File: src/rtl/scale_factor_adapt.sv
// -----------------------------------------------------------------------------
// scale_factor_adapt
//
// Quantizer scale-factor adaptation loop of a 32 kbit/s ADPCM decoder.
// Each accepted 4-bit codeword is mapped to its log-domain multiplier WI.
// WI then drives the fast (YU) and slow (YL) filter updates. On the following
// cycle YU and YL are mixed under the speed-control value AL. The result is
// the new scale factor Y, which the next fast-filter update reads back.
//
// Ports:
//   clk        in   1  system clock, rising edge
//   reset      in   1  asynchronous, active-high reset
//   I          in   4  ADPCM codeword, sign-magnitude, I[3] = sign
//   AL         in   7  speed-control parameter, unsigned, 0..64 meaningful
//   I_VALID    in   1  I and AL valid this cycle
//   I_READY    out  1  block can accept a sample (high in IDLE)
//   Y          out 13  current scale factor, registered
//   Y_VALID    out  1  one-cycle pulse when Y has been updated
//   LIMIT_HIT  out  1  present only when SFA_LIMIT_FLAG_EN is defined:
//                      set when the last fast-filter result was clamped
//
// Optional feature macro: SFA_LIMIT_FLAG_EN
// -----------------------------------------------------------------------------
module scale_factor_adapt (
    input  logic        clk,
    input  logic        reset,
    input  logic [3:0]  I,
    input  logic [6:0]  AL,
    input  logic        I_VALID,
    output logic        I_READY,
    output logic [12:0] Y,
    output logic        Y_VALID
`ifdef SFA_LIMIT_FLAG_EN
    ,
    output logic        LIMIT_HIT
`endif
);

    localparam logic [12:0] YU_MIN   = 13'd544;
    localparam logic [12:0] YU_MAX   = 13'd5120;
    localparam logic [18:0] YL_RESET = 19'd34816;

    typedef enum logic {
        IDLE = 1'b0,
        MIX  = 1'b1
    } state_t;

    state_t      state_reg;
    state_t      state_next;
    logic        accept;
    logic        mix_en;

    logic [12:0] yu_reg;
    logic [18:0] yl_reg;
    logic [6:0]  al_reg;
    logic [12:0] y_reg;
    logic        y_valid_reg;

    // ------------------------------------------------------------------
    // FSM: next state and control strobes
    // ------------------------------------------------------------------
    always_comb begin
        state_next = state_reg;
        accept     = 1'b0;
        mix_en     = 1'b0;
        case (state_reg)
            IDLE: begin
                if (I_VALID) begin
                    accept     = 1'b1;
                    state_next = MIX;
                end
            end
            MIX: begin
                // Samples offered here are ignored.
                mix_en     = 1'b1;
                state_next = IDLE;
            end
            default: state_next = IDLE;
        endcase
    end

    // ------------------------------------------------------------------
    // WI lookup: negative codewords fold onto 15-I, i.e. ~I[2:0]
    // ------------------------------------------------------------------
    logic [2:0]  wi_index;
    logic [11:0] wi;

    assign wi_index = I[3] ? ~I[2:0] : I[2:0];

    always_comb begin
        wi = 12'd0;
        case (wi_index)
            3'd0: wi = 12'd4084;   // -12
            3'd1: wi = 12'd18;
            3'd2: wi = 12'd41;
            3'd3: wi = 12'd64;
            3'd4: wi = 12'd112;
            3'd5: wi = 12'd198;
            3'd6: wi = 12'd355;
            3'd7: wi = 12'd1122;
            default: wi = 12'd0;
        endcase
    end

    // ------------------------------------------------------------------
    // Fast filter with limiting. The +2^17 bias of the reference
    // formulation vanishes modulo 2^17, so a plain subtraction suffices.
    // ------------------------------------------------------------------
    logic [16:0] dif;
    logic [12:0] difsx;
    logic [12:0] yut;
    logic        yut_low;
    logic        yut_high;
    logic [12:0] yu_new;

    assign dif      = {wi, 5'b0} - {4'b0, y_reg};
    assign difsx    = {dif[16], dif[16:5]};
    assign yut      = y_reg + difsx;
    assign yut_low  = (yut < YU_MIN);
    assign yut_high = (yut > YU_MAX);
    assign yu_new   = yut_low ? YU_MIN : (yut_high ? YU_MAX : yut);

    // ------------------------------------------------------------------
    // Slow filter; the +2^19 bias likewise vanishes modulo 2^19.
    // ------------------------------------------------------------------
    logic [18:0] difl;
    logic [18:0] yl_new;

    assign difl   = {yu_new, 6'b0} - yl_reg;
    assign yl_new = yl_reg + {{6{difl[18]}}, difl[18:6]};

    // ------------------------------------------------------------------
    // Mix on registered YU/YL and captured AL. The magnitude of DIFM is
    // at most 8191, so it and the scaled product both fit 13 bits.
    // ------------------------------------------------------------------
    logic [12:0] yls;
    logic [13:0] difm;
    logic [13:0] difm_abs;
    logic [6:0]  alc;
    logic [19:0] prod_full;
    logic [12:0] prod_mag;
    logic [12:0] y_mix;

    assign yls       = yl_reg[18:6];
    assign difm      = {1'b0, yu_reg} - {1'b0, yls};
    assign difm_abs  = difm[13] ? (14'd0 - difm) : difm;
    assign alc       = (al_reg > 7'd64) ? 7'd64 : al_reg;
    assign prod_full = {7'b0, difm_abs[12:0]} * {13'b0, alc};
    assign prod_mag  = prod_full[18:6];
    assign y_mix     = difm[13] ? (yls - prod_mag) : (yls + prod_mag);

    // ------------------------------------------------------------------
    // State registers
    // ------------------------------------------------------------------
    always_ff @(posedge clk or posedge reset) begin
        if (reset) begin
            state_reg   <= IDLE;
            yu_reg      <= YU_MIN;
            yl_reg      <= YL_RESET;
            al_reg      <= 7'd0;
            y_reg       <= YU_MIN;
            y_valid_reg <= 1'b0;
        end else begin
            state_reg   <= state_next;
            y_valid_reg <= mix_en;
            if (accept) begin
                yu_reg <= yu_new;
                yl_reg <= yl_new;
                al_reg <= AL;
            end
            if (mix_en) begin
                y_reg <= y_mix;
            end
        end
    end

`ifdef SFA_LIMIT_FLAG_EN
    logic limit_hit_reg;

    always_ff @(posedge clk or posedge reset) begin
        if (reset) begin
            limit_hit_reg <= 1'b0;
        end else if (accept) begin
            limit_hit_reg <= yut_low | yut_high;
        end
    end

    assign LIMIT_HIT = limit_hit_reg;
`endif

    assign I_READY = (state_reg == IDLE);
    assign Y       = y_reg;
    assign Y_VALID = y_valid_reg;

endmodule
File: config.mk
export PLATFORM = sky130hd
export DESIGN_NAME = scale_factor_adapt
export DESIGN_NICKNAME = d
export VERILOG_FILES = /design/src/rtl/scale_factor_adapt.sv
export SDC_FILE = /design/constraint.sdc
export NUM_CORES = 1
export LEC_CHECK = 0
export BUFFER_PORTS_ARGS = -buffer_cell sky130_fd_sc_hd__buf_2
export CAP_MARGIN = 30
export CELL_PAD_IN_SITES_DETAIL_PLACEMENT = 1
export CELL_PAD_IN_SITES_GLOBAL_PLACEMENT = 1
export CORE_ASPECT_RATIO = 1.25
export CORE_MARGIN = 3
export CORE_UTILIZATION = 53
export DETAILED_ROUTE_END_ITERATION = 12
export PLACE_DENSITY = 0.88
export SYNTH_ARGS = -nofsm -noshare
export SYNTH_HDL_FRONTEND = slang
export SYNTH_SLANG_ARGS = --single-unit
File: constraint.sdc
create_clock -name clk -period 22.7 [get_ports clk]
set_input_delay 3.405 -clock clk [delete_from_list [all_inputs] [get_ports clk]]
set_output_delay 3.405 -clock clk [all_outputs]
set_load 0.02 [all_outputs]
==> run summary <==
Post-synth EDFFs: 0
Syn-to-layout area delta: 5.99%
Synth area leader: ha_1
Top FF cell, synth: dfrtp_1
relative slew slack: 31.4%
Starting Density: 54.1%
ranking of synthesized cells by area: ha_1, dfrtp_1, fa_1
CTS Hold Bufs: 0
Num CTS Buffers: 5
drc violations: 0
worst setup path class: in2reg
fill cell count: 2010
register area: 1360 µm²
worst-path maximum fanout: 16
cell area after synthesis: 8800 µm²
hpwl dp: 21000 µm
WL/cell: 19.3 µm
Seq/Total Area, Yosys: 15.4%
Core ar.: 16300 µm²
initial antenna violation count: 0
Slew Limit Fails: 0
CTS Root Cell: clkbuf_16
Max Fclk: 75.9 MHz
global placement routability congestion: 0.844
setup tns final: 0 ps
critical path's largest stage delay: 600 ps
crit path DAT: 13350 ps
CTS Buffer Depth: 2
pin count of the biggest net entering global routing: 58
status: complete, no violations
crit share post-route: 58.0%
max FFs per register: 19
Worst-path clk slew: 70 ps
final wirelength: 25300 µm
Avg Cell Area, Syn: 8.13 µm²
reg2reg setup slack: 12220 ps
CP Launch Point: I[3]
nets@finish: 1282
detail-routed via count per cell: 5.89
Net Count, Synth: 1268
Layout Skew: 12.6 ps
drt first pass iters: 4
via count: 7727
setup repair bufs after CTS: 0
CP Capture Type: register
post-synth top area share: 16.5%
vias in the first global route: 8349
Setup violations, final: 0
layout cell share with drive strength beyond 1: 6.66%
critical path required time: 22880 ps
Synthesis Warnings: 0
post-route ant nets: 0
Clk Latency, worst-skew pair: 310 ps
worst r2r path cells: 36
Overall Global Routing Usage: 28.6%
worst reg2reg startpoint: yl_reg[7]$_DFFE_PP0P_
number of synthesized register bits: 54
RSZ-0062 raised after global routing: false
Die ar.: 18200 µm²
post-CTS sizing: 0
max_cap viols: 0
FF-to-FF End: Y[12]$_DFFE_PP0P_
final hold slack: 489 ps
synth unique cells: 73
worst setup path endpoint: yl_reg[18]$_DFFE_PP0P_
multi-input logic area: 6930 µm²
port bufs: 28
diode count: 0
Clock Sinks: 54
minimum clock period: 13170 ps
Rows: 52
# IOs: 29
CP Launch Type: primary input
GRT overflow: 0
hold violation total from the final report: 0
Vert. Die Dim: 150 µm
CTS tree: done
Detailed Route Iter0 Violations: 353
htree depth: 2
Hold Startpoint: al_reg[5]$_DFFE_PP0P_
Synth async-reset ratio: 100%
Slew @ Worst Pin: 1020 ps
first-pass GRT wire length: 42100 µm
hold crit path type: reg2reg
Die X: 121 µm
Post-Synthesis Cells: 1082
CP max-delay cell: o21ai_1
-- through the flow --
stage	area, µm²	cells	utilization [%]	setup slack [ps]
6_report	9330	1312	57.3	9530
5_1_grt	9330	1312	57.3	8570
4_1_cts	9310	1311	57.3	9590
3_5_place_dp	9150	1304	56.2	9280
3_3_place_gp	9130	1303	56.1	9850
2_1_floorplan	8800	1082	-	10560
-- cells by family (layout without fill, tap and decap cells) --
logic type	Yosys count	in the layout	synth area share, %
AOI/OAI and AO/OA	221	221	17.0
DFF	54	54	15.4
xor gates and xnor gates	102	102	10.2
buffers and inverters	135	149	5.80
adders and majority gates	173	173	29.4
muxes	12	12	1.45
and+or+nand+nor	385	385	20.8
-- cell usage in the layout, fill, tap and decap left out, drive strengths merged, types with 5 or more instances in the layout --
master,instances
nor2,116
ha,116
nand2,111
inv,109
xnor2,61
fa,56
o21ai,52
a21oi,49
dfrtp,48
xor2,41
nand2b,35
buf,31
nor2b,23
nor3,22
a21o,16
nand3,16
o21bai,14
o31ai,14
or3,13
or2,12
o21a,10
and2,10
a31oi,9
a211o,7
dfstp,6
mux2,6
nand4,6
a21boi,6
mux2i,6
o2111ai,5
clkbuf,5
and3,5
-- cells in the mapped netlist, types with 16 or more instances --
master    instances
dfrtp_1          48
clkbuf_1         21
nor2_1          116
fa_1             56
a21oi_1          49
a21o_1           16
nand3_1          16
xor2_1           41
nor3_1           22
nand2_1         111
o21ai_0          50
inv_1           109
nand2b_1         35
xnor2_1          61
nor2b_1          23
ha_1            116
-- metal layers --
layer,global-route usage (%),routed length (µm)
met1,33.2,10300
met2,54.0,13600
met3,2.31,494
met4,11.2,968
met5,0,0
-- worst max-delay path: cells and delay by family --
kind,cells,cell delay (ps)
and+or+nand+nor,7,1220
AOI/OAI and AO/OA,24,5410
adders and majority gates,5,1630
buffers and inverters,2,280
xor gates and xnor gates,6,1380
-- layout make-up --
type | count | area share, %
tap | 216 | 2.90
clock buffer | 5 | 1.34
multi-input combinational | 893 | 74.3
timing repair buffer | 32 | 2.01
inverter | 110 | 4.43
sequential | 54 | 14.6
clock inverter | 2 | 0.416
-- worst min path at each step --
stage	cells past startpoint	end	slack [ps]
floorplan	0	Y_VALID$_DFF_PP0_	350
global placement	2	yu_reg[10]$_DFFE_PP0P_	470
detailed placement	2	al_reg[5]$_DFFE_PP0P_	480
CTS	2	al_reg[5]$_DFFE_PP0P_	490
global route	2	al_reg[5]$_DFFE_PP0P_	510
finish	2	al_reg[5]$_DFFE_PP0P_	490
Power is left out: the tool's default activity adds up to more than one toggle a clock period on the data nets, which glitch-free logic cannot reach.
